[src/rtl/instr_stream_loader_if.sv]
`default_nettype none
// ============================================================================
// Module   : instr_stream_loader_if
// Purpose  : Byte-stream input, instruction-memory write port and load status.
// Revision : 1.0  initial release
// ============================================================================
interface instr_stream_loader_if #(
  parameter int AW = 6
);
  logic [7:0]    instr_i;
  logic          imem_we;
  logic [AW-1:0] imem_addr;
  logic [31:0]   imem_wdata;
  logic          busy;
  logic          load_done;
  logic          cpu_start;
  logic [AW:0]   word_cnt;
  logic          overflow;

  modport master (
    input  instr_i,
    output imem_we, imem_addr, imem_wdata,
    output busy, load_done, cpu_start, word_cnt, overflow
  );

  modport slave (
    output instr_i,
    input  imem_we, imem_addr, imem_wdata,
    input  busy, load_done, cpu_start, word_cnt, overflow
  );
endinterface
`default_nettype wire

[src/rtl/instr_stream_loader.sv]
`default_nettype none
// ============================================================================
// Module   : instr_stream_loader
// Purpose  : Frames a serial byte stream into big-endian 32-bit words, writes
//            them to instruction memory and pulses cpu_start when loading ends.
// Revision : 1.0  initial release
// ============================================================================
module instr_stream_loader #(
  parameter int         DEPTH      = 64,
  parameter int         AW         = 6,
  parameter logic [7:0] START_BYTE = 8'hFE,
  parameter logic [7:0] END_BYTE   = 8'hFF
) (
  input  wire                          clk_i,
  input  wire                          reset,
  instr_stream_loader_if.master        bus
);

  localparam logic [AW:0] C_DEPTH = (AW+1)'(DEPTH);

  typedef enum logic [1:0] {
    S_IDLE = 2'd0,
    S_LOAD = 2'd1,
    S_DONE = 2'd2
  } state_t;

  state_t        r_state, w_state;
  logic [1:0]    r_idx, w_idx;
  logic [23:0]   r_shift, w_shift;
  logic          r_we, w_we;
  logic [AW-1:0] r_addr, w_addr;
  logic [31:0]   r_wdata, w_wdata;
  logic [AW:0]   r_cnt, w_cnt;
  logic          r_ovf, w_ovf;
  logic          r_start, w_start;
  logic [AW:0]   w_cnt_inc;

  assign w_cnt_inc = r_cnt + 1'b1;

  always_comb begin
    w_state = r_state;
    w_idx   = r_idx;
    w_shift = r_shift;
    w_we    = 1'b0;
    w_addr  = r_addr;
    w_wdata = r_wdata;
    w_cnt   = r_cnt;
    w_ovf   = r_ovf;
    w_start = 1'b0;
    case (r_state)
      S_IDLE: begin
        if (bus.instr_i == START_BYTE) begin
          w_state = S_LOAD;
          w_idx   = 2'd0;
          w_cnt   = '0;
          w_ovf   = 1'b0;
        end
      end
      S_LOAD: begin
        // Markers are only recognised at a word boundary; mid-word they are data.
        if (r_idx == 2'd0 && bus.instr_i == END_BYTE) begin
          w_state = S_DONE;
          w_start = 1'b1;
        end else if (r_idx == 2'd0 && bus.instr_i == START_BYTE) begin
          w_cnt = '0;
        end else begin
          w_shift = {r_shift[15:0], bus.instr_i};
          w_idx   = r_idx + 2'd1;
          if (r_idx == 2'd3) begin
            w_we    = 1'b1;
            w_addr  = r_cnt[AW-1:0];
            w_wdata = {r_shift, bus.instr_i};
            w_cnt   = w_cnt_inc;
            if (w_cnt_inc == C_DEPTH) begin
              w_ovf   = 1'b1;
              w_state = S_DONE;
              w_start = 1'b1;
            end
          end
        end
      end
      S_DONE: begin
        w_state = S_DONE;
      end
      default: begin
        w_state = S_IDLE;
      end
    endcase
  end

  always_ff @(posedge clk_i or posedge reset) begin
    if (reset) begin
      r_state <= S_IDLE;
      r_idx   <= 2'd0;
      r_shift <= '0;
      r_we    <= 1'b0;
      r_addr  <= '0;
      r_wdata <= '0;
      r_cnt   <= '0;
      r_ovf   <= 1'b0;
      r_start <= 1'b0;
    end else begin
      r_state <= w_state;
      r_idx   <= w_idx;
      r_shift <= w_shift;
      r_we    <= w_we;
      r_addr  <= w_addr;
      r_wdata <= w_wdata;
      r_cnt   <= w_cnt;
      r_ovf   <= w_ovf;
      r_start <= w_start;
    end
  end

  assign bus.imem_we    = r_we;
  assign bus.imem_addr  = r_addr;
  assign bus.imem_wdata = r_wdata;
  assign bus.busy       = (r_state == S_LOAD);
  assign bus.load_done  = (r_state == S_DONE);
  assign bus.cpu_start  = r_start;
  assign bus.word_cnt   = r_cnt;
  assign bus.overflow   = r_ovf;

endmodule
`default_nettype wire

[src/flat_wrapper.sv]
// flat-port wrapper written by rule: the top's interface ports become plain ports
module instr_stream_loader_flat 
#(
  parameter int         DEPTH      = 64,
  parameter int         AW         = 6,
  parameter logic [7:0] START_BYTE = 8'hFE,
  parameter logic [7:0] END_BYTE   = 8'hFF
)
  (clk_i, reset, bus_instr_i, bus_imem_we, bus_imem_addr, bus_imem_wdata, bus_busy, bus_load_done, bus_cpu_start, bus_word_cnt, bus_overflow);
  instr_stream_loader_if #(.AW(AW)) bus_i ();
  input  wire clk_i;
  input  wire reset;
  input wire logic [$bits(bus_i.instr_i)-1:0] bus_instr_i;
  output wire logic [$bits(bus_i.imem_we)-1:0] bus_imem_we;
  output wire logic [$bits(bus_i.imem_addr)-1:0] bus_imem_addr;
  output wire logic [$bits(bus_i.imem_wdata)-1:0] bus_imem_wdata;
  output wire logic [$bits(bus_i.busy)-1:0] bus_busy;
  output wire logic [$bits(bus_i.load_done)-1:0] bus_load_done;
  output wire logic [$bits(bus_i.cpu_start)-1:0] bus_cpu_start;
  output wire logic [$bits(bus_i.word_cnt)-1:0] bus_word_cnt;
  output wire logic [$bits(bus_i.overflow)-1:0] bus_overflow;
  assign bus_i.instr_i = bus_instr_i;
  assign bus_imem_we = bus_i.imem_we;
  assign bus_imem_addr = bus_i.imem_addr;
  assign bus_imem_wdata = bus_i.imem_wdata;
  assign bus_busy = bus_i.busy;
  assign bus_load_done = bus_i.load_done;
  assign bus_cpu_start = bus_i.cpu_start;
  assign bus_word_cnt = bus_i.word_cnt;
  assign bus_overflow = bus_i.overflow;
  instr_stream_loader #(.DEPTH(DEPTH), .AW(AW), .START_BYTE(START_BYTE), .END_BYTE(END_BYTE)) u_core (.clk_i(clk_i), .reset(reset), .bus(bus_i));
endmodule
[config.mk]
export PLATFORM = sky130hd
export DESIGN_NAME = instr_stream_loader_flat
export DESIGN_NICKNAME = d
export VERILOG_FILES = /design/src/rtl/instr_stream_loader_if.sv /design/src/rtl/instr_stream_loader.sv /design/src/flat_wrapper.sv
export SDC_FILE = /design/constraint.sdc
export NUM_CORES = 1
export LEC_CHECK = 0
export CORE_AREA = 3 3 81 83
export CTS_CLUSTER_SIZE = 30
export DETAILED_ROUTE_END_ITERATION = 8
export DIE_AREA = 0 0 84 86
export GPL_ROUTABILITY_DRIVEN = 0
export PLACE_DENSITY = 0.82
export SYNTH_ARGS = -nofsm -noshare
export SYNTH_HDL_FRONTEND = slang
export SYNTH_SLANG_ARGS = --single-unit
[constraint.sdc]
create_clock -name clk_i -period 5.85 [get_ports clk_i]
set_input_delay 1.4625 -clock clk_i [delete_from_list [all_inputs] [get_ports clk_i]]
set_output_delay 1.4625 -clock clk_i [all_outputs]
set_load 0.02 [all_outputs]
==> out/results.tsv <==
metric	value	unit
status	finished clean	
average size of a mapped cell	10.4	um2
Worst path slowest cell	o21ai_2	
worst slew pin tran	1.24	ns
global-route wire length before repair	11600	um
worst hold slack	0.466	ns
Setup Buffers After CTS	0	
CTS tree	yes	
via count	2409	
row count	28	
Slew HR	17.1	%
Die Wd	84	um
Crit path required time	6.08	ns
Worst Path Max Fanout	26	
Post-Synthesis Net Count	329	
Sink Count	76	
Post-Route WL	6750	um
fraction of layout cells with a size suffix above 1	12.9	%
DR pass1 iterations	4	
drt drc	0	
critical path depth in cells	5	
Final WS setup	2.14	ns
Iter 0 DRT Violations	171	
Reg2Reg Depth	6	
diodes inserted	0	
max-slew violations	0	
Worst-path clk slew	0.08	ns
Vias/cell	5.31	
power per cell area	515	nW/um2
Tmin final	3.71	ns
number of port buffers	59	
DP HPWL	4510	um
CP bufs+invs	2	
# Max-Cap Violations	0	
Post-Syn Area	3260	um2
synth-to-layout area growth	26.2	%
CTS resizes	0	
Num CTS Buffers	9	
FF+latch count, synth	76	
critical path, cell by cell	clkdlybuf4s50_1, nand4_1, o21ai_2, buf_4, mux2_1	
Worst Setup End Kind	flip-flop	
maximum vdd drop	0.284	mV
Setup violations, final	0	
Initial Util	55.0	%
Final nets	391	
RSZ-0062 raised after global routing	false	
Mapped Cells	312	
fmax	0.269	GHz
post-placement setup slack	1.80	ns
hold buffer count at cts	0	
Routed wire per std cell	14.9	um
initial antenna violation count	0	
die area	7220	um2
Hold Path Class	flip-flop to flip-flop	
Setup TNS Final	0	ns
DRT antenna net count	0	
Leak	1.93	nW
vias in the first global route	2436	
largest net degree at the start of global routing	54	
total gr overflow	0	
Synth cell types	43	
Critical Path Source Type	input pin	
Placed Area	3920	um2
WS Path Type	input pin to flip-flop	
Final Instance Area	4110	um2
final hold violation count	0	
Worst-Skew Late Latency	0.34	ns
max incr delay on CP	1.04	ns
root buf cell	clkbuf_8	
dominant delay contributor by cell family on the critical path	compound AO/OA/AOI/OAI gates	
Synthesis Warnings	0	
# H-tree levels	3	
Worst Hold Path Cells	2	
Top Ports	60	
CTS max path bufs	2	
DIE HEIGHT	86	um
total global-route track usage	20.2	%
fin util	69.4	%
Layout fillers	455	
core box area	5920	um2
sequential share of the synthesized area	58.4	%
Final Cycle Share	63.5	%
worst path arrival time	3.94	ns
worst clock skew	0.00768	ns
-- worst paths after layout --
kind                                             end  slack, ns               start
setup reg to reg                  u_core.r_shift[19]       3.08     u_core.r_idx[0]
hold / removal             u_core.bus.imem_wdata[28]       0.47  u_core.r_shift[20]
setup / recovery                  u_core.r_shift[19]       2.14      bus_instr_i[3]
max in group asynchronous     u_core.bus.word_cnt[2]       3.24               reset
hold reg to reg            u_core.bus.imem_wdata[28]       0.47  u_core.r_shift[20]
min in group asynchronous  u_core.bus.imem_wdata[28]       1.70               reset
-- final cells by class --
| class | count | area, um2 | area share, % |
|---|---|---|---|
| multi-input combinational | 218 | 1290 | 31.3 |
| clock buffer | 13 | 169 | 4.11 |
| timing repair buffer | 62 | 613 | 14.9 |
| sequential | 76 | 1900 | 46.3 |
| tap | 75 | 93.8 | 2.28 |
| clock inverter | 3 | 20.0 | 0.487 |
| inverter | 7 | 26.3 | 0.639 |
-- worst min-delay path: stages (launching register included) --
cell	delay [ns]
dfrtp_1	0.34
nand2_1	0.05
nand2_1	0.05
-- flip-flops by register name, summed over array words and instances (netlist names) --
register / cells
u_core.bus.imem_wdata: 32
u_core.bus.overflow: 1
u_core.bus.imem_we: 1
u_core.bus.cpu_start: 1
u_core.bus.word_cnt: 7
u_core.r_state: 2
u_core.r_shift: 24
u_core.r_idx: 2
u_core.bus.imem_addr: 6
-- cell usage in the layout, fill, tap and decap left out, types with 2 or more instances in the layout --
| cell type | Yosys | final |
|---|---|---|
| buf_4 | 1 | 3 |
| o21ai_0 | 3 | 3 |
| a21oi_1 | 3 | 3 |
| mux2_1 | 5 | 5 |
| and4_1 | 2 | 2 |
| inv_2 | 1 | 2 |
| mux2_2 | 21 | 21 |
| clkbuf_8 | 0 | 12 |
| nor4_1 | 2 | 2 |
| clkdlybuf4s50_1 | 0 | 59 |
| nand3_1 | 5 | 5 |
| dfrtp_1 | 76 | 76 |
| nor2b_1 | 4 | 4 |
| ha_1 | 7 | 7 |
| o21a_1 | 2 | 2 |
| inv_1 | 6 | 5 |
| o21ai_1 | 4 | 4 |
| nand2_1 | 130 | 130 |
| clkinvlp_4 | 0 | 2 |
| nor2_1 | 6 | 6 |
-- cells in the mapped netlist --
library cell	number	share of area [%]
nand2_1	130	15
dfrtp_1	76	58
nand3_1	5	0.77
a2bb2oi_1	1	0.27
a21boi_0	1	0.23
nand4_1	1	0.19
o21ai_2	1	0.27
o31ai_2	1	0.38
a2111o_1	1	0.35
and4_1	2	0.54
buf_4	1	0.23
o221ai_2	1	0.46
o2bb2ai_1	1	0.27
xor2_1	1	0.27
a31oi_2	1	0.38
nor4b_2	1	0.46
o221ai_1	1	0.27
buf_2	4	0.61
inv_2	1	0.12
clkbuf_1	6	0.69
o31ai_1	1	0.23
a22o_1	1	0.27
nor3_4	1	0.50
o311ai_0	1	0.27
mux2_1	5	1.7
a31oi_1	1	0.19
o21ai_0	3	0.46
inv_1	6	0.69
nand3b_1	1	0.23
o211ai_1	1	0.23
nor2b_1	4	0.77
o21ai_1	4	0.61
nor4_1	2	0.38
nor2_1	6	0.69
a21oi_1	3	0.46
a21o_1	1	0.23
nand4_4	1	0.65
o21a_1	2	0.46
o41ai_1	1	0.27
mux2_2	21	7.3
and3_1	1	0.19
o211ai_2	1	0.38
ha_1	7	2.7
-- per-stage QoR --
stage / total power [mW] / std cells
after floorplan: 1.40 / 312
after global placement: 1.73 / 438
after detailed placement: 1.76 / 438
after CTS: 2.14 / 454
after global routing: 2.26 / 454
final: 2.12 / 454
-- per-layer routing --
metal / share of wire, % / up-vias / global-route usage (%)
met2: 47 / 70 / 32.1
li1: - / 1158 / -
met4: 1.8 / 0 / 7.31
met5: 0 / - / 0
met3: 4.5 / 9 / 4.61
met1: 47 / 1172 / 27.6
-- power by group --
group / switching (mW) / total (mW) / internal, mW
combinational: 0.441 / 0.863 / 0.422
sequential: 0.140 / 0.881 / 0.741
clock: 0.186 / 0.375 / 0.188
-- logic make-up after synthesis --
| family | Yosys count | share of synthesized area, % |
|---|---|---|
| AND/OR/NAND/NOR | 155 | 20.4 |
| adder cells (fa/ha/maj) | 7 | 2.69 |
| buffers and inverters | 18 | 2.34 |
| multiplexers | 26 | 8.99 |
| XOR/XNOR | 1 | 0.269 |
| flip-flops | 76 | 58.4 |
| AO/OA/AOI/OAI | 29 | 6.95 |
(Power assumes the default switching activity.)
